$ cat src/rtl/majority_vote_sampler_pkg.sv
// Shared definitions for the majority-vote sampler: FSM encodings and state type.
// Each window collects three serial samples and then emits one result.
package majority_vote_sampler_pkg;

  localparam logic [1:0] S0   = 2'd0;
  localparam logic [1:0] S1   = 2'd1;
  localparam logic [1:0] S2   = 2'd2;
  localparam logic [1:0] EMIT = 2'd3;

  typedef enum logic [1:0] {
    ST_S0   = S0,
    ST_S1   = S1,
    ST_S2   = S2,
    ST_EMIT = EMIT
  } state_t;

  localparam int WINDOW_LEN = 3;

endpackage

$ cat src/rtl/majority_vote_sampler_pair_triple_detector.sv
// Gate-level 2-of-3 detector: pair is high when at least two inputs are high.
module pair_triple_detector (
  input  logic a,
  input  logic b,
  input  logic c,
  output logic pair
);

  logic ab;
  logic bc;
  logic ac;

  and g_ab (ab, a, b);
  and g_bc (bc, b, c);
  and g_ac (ac, a, c);
  or  g_pair (pair, ab, bc, ac);

endmodule

$ cat src/rtl/majority_vote_sampler.sv
// Collects three serial samples per window, presents them with a majority vote
// and a ones count, and counts the windows consumed downstream.
module majority_vote_sampler
  import majority_vote_sampler_pkg::*;
#(
  parameter int CNT_W = 8
) (
  input  logic             clk,
  input  logic             rst_n,
  input  logic             clear,
  input  logic             in_val,
  output logic             in_rdy,
  input  logic             in_bit,
  output logic             out_val,
  input  logic             out_rdy,
  output logic [2:0]       out_samples,
  output logic             out_vote,
  output logic [1:0]       out_ones,
  output logic [CNT_W-1:0] win_count
);

  state_t           state;
  logic [2:0]       samples;
  logic [CNT_W-1:0] count;

  // Reset gates the handshakes combinationally so nothing is offered while held.
  assign in_rdy  = rst_n && (state != ST_EMIT);
  assign out_val = rst_n && (state == ST_EMIT);

  always_ff @(posedge clk) begin
    if (!rst_n) begin
      state   <= ST_S0;
      samples <= 3'b000;
      count   <= '0;
    end else if (clear) begin
      state   <= ST_S0;
      samples <= 3'b000;
    end else begin
      unique case (state)
        ST_S0: begin
          if (in_val) begin
            samples[0] <= in_bit;
            state      <= ST_S1;
          end
        end
        ST_S1: begin
          if (in_val) begin
            samples[1] <= in_bit;
            state      <= ST_S2;
          end
        end
        ST_S2: begin
          if (in_val) begin
            samples[2] <= in_bit;
            state      <= ST_EMIT;
          end
        end
        ST_EMIT: begin
          // Consuming a result takes a full cycle, so no sample is taken here.
          if (out_rdy) begin
            state <= ST_S0;
            count <= count + 1'b1;
          end
        end
        default: state <= ST_S0;
      endcase
    end
  end

  assign out_samples = samples;
  assign win_count   = count;
  assign out_ones    = {1'b0, samples[0]} + {1'b0, samples[1]} + {1'b0, samples[2]};

  pair_triple_detector u_vote (
    .a    (samples[0]),
    .b    (samples[1]),
    .c    (samples[2]),
    .pair (out_vote)
  );

endmodule

$ cat config.mk
export PLATFORM = sky130hd
export DESIGN_NAME = majority_vote_sampler
export DESIGN_NICKNAME = d
export VERILOG_FILES = /design/src/rtl/majority_vote_sampler_pkg.sv /design/src/rtl/majority_vote_sampler_pair_triple_detector.sv /design/src/rtl/majority_vote_sampler.sv
export SDC_FILE = /design/constraint.sdc
export NUM_CORES = 1
export LEC_CHECK = 0
export CAP_MARGIN = 40
export CORE_MARGIN = 2
export CORE_UTILIZATION = 44
export CTS_CLUSTER_DIAMETER = 120
export DETAILED_ROUTE_END_ITERATION = 8
export PLACE_DENSITY = 0.77
export SYNTH_ARGS = -nofsm -noshare
export SYNTH_HDL_FRONTEND = slang
export SYNTH_HIERARCHICAL = 1
export SYNTH_SLANG_ARGS = --single-unit
$ cat constraint.sdc
create_clock -name clk -period 1.9 [get_ports clk]
set_clock_uncertainty 0.05 [all_clocks]
set_input_delay 0.38 -clock clk [delete_from_list [all_inputs] [get_ports clk]]
set_output_delay 0.38 -clock clk [all_outputs]
set_load 0.03 [all_outputs]
==> results of run 1 <==
[path summary, 6_finish.rpt]
path                                startpoint              to
worst max register to register        state[0]    win_count[7]
worst max-delay path            out_samples[1]  out_samples[1]
worst min register to register    win_count[7]    win_count[7]
worst min-delay path              win_count[7]    win_count[7]
[area by class of cell]
type	instances	area, µm²	area share
clock buffers	4	26.28	0.02734
inverters	4	15.01	0.01562
multi-input cells	60	412.9	0.4297
flip-flops and latches	13	260.3	0.2708
well taps	16	20.02	0.02083
repair buffers	25	226.5	0.2357
[per-stage QoR]
stage	worst slack [ns]	cell area [µm²]	util
4_1_cts	0.01480	964.7	0.6479
5_1_grt	0.02333	960.9	0.6454
6_report	0.08650	960.9	0.6454
3_3_place_gp	0.04901	940.9	0.6319
3_5_place_dp	0.01350	940.9	0.6319
2_1_floorplan	0.2927	688.2	-
[worst reg2reg max path: stages, from the launching register on]
cell and delay (ns):
dfxtp_1 0.39, ha_1 0.24, nand4b_4 0.17, or4_1 0.54, a21oi_1 0.15
[timing repair]
item / CTS / global route
hold endpoints to repair: 0 / 0
resized for setup: 2 / 2
setup endpoints to repair: 2 / 1
[kinds of logic (layout without fill, tap and decap cells)]
logic type               after synthesis  count (layout)  synth area share
XOR/XNOR                               2               2           0.02546
multiplexers                           3               3           0.04364
AND/OR/NAND/NOR                       33              33            0.2727
buffers and inverters                  4              33           0.02181
flip-flops                            13              13            0.3782
AO/OA/AOI/OAI                         15              15            0.1218
adder cells (fa/ha/maj)                7               7            0.1364
[routing by layer]
layer / global-route usage / vias to the layer above
li1: - / 333
met1: 0.2294 / 285
met2: 0.2706 / 14
met3: 0.02500 / 2
met4: 0.05455 / 0
met5: 0 / -
[cells in the mapped netlist (2+ instances only)]
cell type,count
o21ai_0,4
or3_2,3
nand3_1,3
ha_1,5
o31ai_1,2
nand2_1,13
mux2i_1,3
or4_1,2
nor2_1,4
dfxtp_1,13
inv_1,3
xor2_1,2
a21oi_1,8
[where the power goes]
group	switching, W	internal, W
clock network	0.0000857	0.0000811
registers	0.00000358	0.000275
logic	0.0000313	0.0000306
total	0.000121	0.000387
[cells in the final DEF (no fill, tap or decap), drive strengths merged, types with 3 or more instances in the layout]
cell	n
nand3	3
buf	7
a21oi	8
mux2i	3
ha	5
nor2	4
inv	3
or3	3
nand2	13
clkdlybuf4s50	16
o21ai	4
dfxtp	13
clkbuf	5
[registers in the layout, summed over array words and instances (netlist names)]
signal	cells
win_count	8
out_samples	3
state	2
==> flow_metrics.py, run 1 <==
metrics = {
    "run_status": {
        "status": "finished, final reports clean",
    },
    "cts": {
        "cts.sinks": 13,
        "cts_setup_buffers": 0,
        "clk_latency_ns": 0.27,
        "clk_pin_slew_worst_paths_ns": 0.08,
        "max-clock-path-buffers": 2,
        "cts_root_buffer": "clkbuf_4",
        "htree_levels": 1,
        "cts_tree": "done",
        "postCtsHoldBufs": 0,
        "numCtsBuffers": 3,
    },
    "sta": {
        "max-slew-margin-rel": 0.7809,
        "finalMaxSlewViolations": 0,
        "tns_ns": 0,
        "fin_crit_sh": 0.9545,
        "rsz0062_at_grt": "no",
        "finalHoldViolCount": 0,
        "hold_ws_ns": 0.4468,
        "tightest_slew_ns": 0.3274,
        "fmax_ghz": 0.5514,
        "setup_viol": 0,
        "period_needed_ns": 1.814,
    },
    "pwr": {
        "p_per_area_mw_per_mm2": 528.2,
        "power.total_w": 0.0005076,
        "ir_worst_vdd_mv": 0.3816,
        "leakagePower_nw": 0.4109,
    },
    "run": {
        "max_cap_viol_count": 0,
    },
    "yosys": {
        "yosysSeqAreaShare": 0.3782,
        "ys.flop_type": "dfxtp_1",
        "synth_edf_count": 0,
        "ys_top_cells_by_area": "dfxtp_1 (38%), ha_1 (9.1%), nand2_1 (7.1%)",
        "synth_largest_area_cell": "dfxtp_1",
        "synthCells": 77,
        "avgSynthCellArea_um2": 8.937,
        "synthArstFlopShare": 0,
        "syn_nets": 89,
        "ys_seq_elements": 13,
        "synth_top_area_frac": 0.3782,
        "yosysWarnings": 6,
        "yosys.cell_types.count": 25,
        "synth_area_um2": 688.2,
    },
    "grt": {
        "grt_pass1_vias": 598,
        "grt_usage": 0.1678,
        "grt-ovfl-total": 0,
        "grt_start_max_net_pins": 11,
        "grt_pass1_wl_mm": 2.470,
        "antenna_found_initial": 0,
    },
    "min_path": {
        "hold_depth": 2,
        "min_path_type": "register to register",
    },
    "drt": {
        "drc": 0,
        "antenna_left": 0,
        "dr_wl_met2_um": 657,
        "first_pass_iters": 4,
        "wl_met1_um": 669,
        "wl_met3_um": 59,
        "routedWlPerCell_um": 11.48,
        "routed.top_layer": "met4",
        "num_vias": 634,
        "via_per_inst": 5.197,
        "first_iter_violations": 9,
        "wl_mm": 1.400,
    },
    "worst_setup_path": {
        "r2r_slack_ns": 0.30,
        "cpPeakStageDelay_ns": 0.70,
        "startpoint_type": "register",
        "path_class": "register to output pin",
        "cp.required_ns": 1.47,
        "critPathArrivalTime_ns": 1.38,
        "path_cells": "clkdlybuf4s50_1",
        "slowest_stage": "clkdlybuf4s50_1",
        "worstPathMaxFanout": 4,
        "cp.buffers_inverters": 1,
        "cp_top_family": "buffers and inverters",
        "endpoint_kind": "output pin",
        "r2r_cells": 4,
        "worst-path-stages": 1,
    },
    "floorplanning": {
        "die_area_mm2": 0.001896,
        "core_area_mm2": 0.001489,
        "rows": 14,
        "die_height_um": 43.55,
        "die_w_um": 43.55,
        "io_pins": 22,
        "initial_core_util": 0.4622,
    },
    "placement": {
        "place_inst": 118,
        "hpwl_mm": 1.146,
        "io_buffers": 21,
        "gp_congestion": 0.7272,
    },
    "finish": {
        "finalNonFillerCells": 122,
        "fillCellCount": 129,
        "area_growth_pct": 39.64,
        "drive_above_1_share": 0.1604,
        "nets": 119,
        "n_antenna_cell": 0,
    },
}
Power figures use the tool's default switching activity.
==> inputs of run 2 (changes only) <==
Settings changed: CELL_PAD_IN_SITES_DETAIL_PLACEMENT from default to 0, CELL_PAD_IN_SITES_GLOBAL_PLACEMENT from default to 1, CORE_UTILIZATION 44 to 32, PLACE_DENSITY 0.77 to default, PLACE_DENSITY_LB_ADDON from default to 0.1.
==> flow_metrics.py, run 2 (same netlist as run 1, synthesis figures left out) <==
metrics = {
    "pwr": {
        "power.total_w": 0.0005154,
        "ir_worst_vdd_mv": 0.2738,
        "leakagePower_nw": 0.4408,
        "p_seq_frac": 0.541,
        "p_per_area_mw_per_mm2": 520.7,
        "switching_power_w": 0.0001303,
        "intPower_w": 0.0003851,
        "pwr-share-clk": 0.335,
        "swShare": 0.2528,
        "pwr-share-comb": 0.124,
    },
    "sta": {
        "finalMaxSlewViolations": 0,
        "rsz0062_at_grt": "no",
        "finalHoldViolCount": 0,
        "fin_crit_sh": 0.9626,
        "tns_ns": 0,
        "tightest_slew_ns": 0.3197,
        "setup_viol": 0,
        "period_needed_ns": 1.829,
        "max-slew-margin-rel": 0.7866,
        "fmax_ghz": 0.5467,
    },
    "drt": {
        "first_iter_violations": 6,
        "num_vias": 649,
        "drc": 0,
        "first_pass_iters": 4,
        "wl_mm": 1.440,
        "antenna_left": 0,
        "via_per_inst": 4.843,
        "routedWlPerCell_um": 10.75,
    },
    "grt": {
        "grt_pass1_wl_mm": 2.435,
        "grt_start_max_net_pins": 11,
        "grt-ovfl-total": 0,
        "antenna_found_initial": 0,
        "grt_pass1_vias": 563,
        "grt_usage": 0.1253,
    },
    "worst_setup_path": {
        "r2r_slack_ns": 0.31,
        "r2r_end": "win_count[7]",
        "cpPeakStageDelay_ns": 0.41,
        "rr_startpoint": "state[0]",
        "cp.required_ns": 1.47,
        "endpoint_kind": "output pin",
        "worstPathMaxFanout": 4,
        "cp.buffers_inverters": 1,
        "r2r_cells": 4,
        "slowest_stage": "fa_1",
        "path_class": "register to output pin",
        "path_cells": "fa_1 > dlygate4sd2_1",
        "startpoint_type": "register",
        "cp_top_family": "adder cells",
        "critPathArrivalTime_ns": 1.40,
    },
    "cts": {
        "cts.sinks": 13,
        "max-clock-path-buffers": 2,
        "htree_levels": 1,
        "cts_setup_buffers": 0,
        "cts_tree": "done",
        "numCtsBuffers": 3,
        "cts_root_buffer": "clkbuf_4",
        "clk_pin_slew_worst_paths_ns": 0.09,
        "clk_latency_ns": 0.27,
    },
    "floorplanning": {
        "die_w_um": 50.38,
        "die_area_mm2": 0.002538,
        "io_pins": 22,
        "rows": 16,
        "die_height_um": 50.38,
        "initial_core_util": 0.3437,
        "core_area_mm2": 0.002002,
    },
    "placement": {
        "gp_congestion": 0.7002,
        "io_buffers": 21,
        "hpwl_mm": 1.110,
    },
    "finish": {
        "n_antenna_cell": 0,
        "final_cell_mix": "clkdlybuf4s50_1 (15), nand2_1 (13), dfxtp_1 (13)",
        "largest_reg_flops": 8,
        "drive_above_1_share": 0.1682,
        "nets": 120,
        "fillCellCount": 205,
        "final_common_cell": "clkdlybuf4s50_1",
        "area_growth_pct": 43.82,
    },
    "min_path": {
        "hold_depth": 2,
        "hold_end": "win_count[7]",
        "min-delay-start": "win_count[7]",
        "min_path_type": "register to register",
    },
    "run_status": {
        "status": "finished, final reports clean",
    },
    "run": {
        "max_cap_viol_count": 0,
    },
}
-- run 2: metrics by stage --
step	instances	hold WS, ns	cell area [µm²]	worst slack (ns)	util
5_1_grt	134	0.4629	989.7	0.009019	0.4944
6_report	134	0.4386	989.7	0.07097	0.4944
3_5_place_dp	130	0.4279	962.2	0.02947	0.4806
3_3_place_gp	130	0.4146	962.2	0.04884	0.4806
4_1_cts	134	0.4413	987.2	0.04439	0.4931
2_1_floorplan	77	0.4177	688.2	0.2927	-
-- run 2: power groups by stage --
stage | Combinational (W) | Clock, W | Sequential, W
floorplan | 0.0000303 | 0 | 0.000287
global placement | 0.0000638 | 0 | 0.000285
detailed placement | 0.0000638 | 0 | 0.000285
CTS | 0.0000641 | 0.000183 | 0.000279
global route | 0.0000697 | 0.000196 | 0.000280
finish | 0.0000637 | 0.000173 | 0.000279
-- run 2: how the worst max path moves through the flow --
stage	from	end	slack, ns	depth (start not counted)
2_1_floorplan	out_samples[0]	out_ones[0]	0.29	1
3_3_place_gp	out_rdy	win_count[7]	0.05	4
3_5_place_dp	out_rdy	win_count[7]	0.03	4
4_1_cts	win_count[2]	win_count[2]	0.04	1
5_1_grt	win_count[4]	win_count[4]	0.009	1
6_report	out_samples[0]	out_ones[1]	0.07	2
-- run 2: tightest hold or removal path, stage by stage (launching register included) --
cell and delay, ns:
dfxtp_1 0.33, o31ai_1 0.06, a21oi_1 0.06
-- run 2: area by class of cell --
| class | instances | area (µm²) | area share |
|---|---|---|---|
| sequential | 13 | 260.3 | 0.2630 |
| clock buffer | 3 | 22.52 | 0.02276 |
| timing repair buffer | 26 | 240.2 | 0.2427 |
| multi-input combinational | 60 | 412.9 | 0.4172 |
| tap | 27 | 33.78 | 0.03413 |
| inverter | 4 | 15.01 | 0.01517 |
| clock inverter | 1 | 5.005 | 0.005057 |
-- run 2: timing repair --
action	in CTS	in global routing
gates resized for setup	2	1
hold buffers	0	0
endpoints found under the setup margin	2	1
gates cloned	0	0
-- run 2: per-layer routing --
| layer | track usage | up-vias | share of wire |
|---|---|---|---|
| met3 | 0.02679 | 0 | 0.053 |
| li1 | - | 330 | - |
| met2 | 0.1842 | 20 | 0.45 |
| met4 | 0.04054 | 0 | 0 |
| met1 | 0.1815 | 299 | 0.50 |
| met5 | 0 | - | 0 |
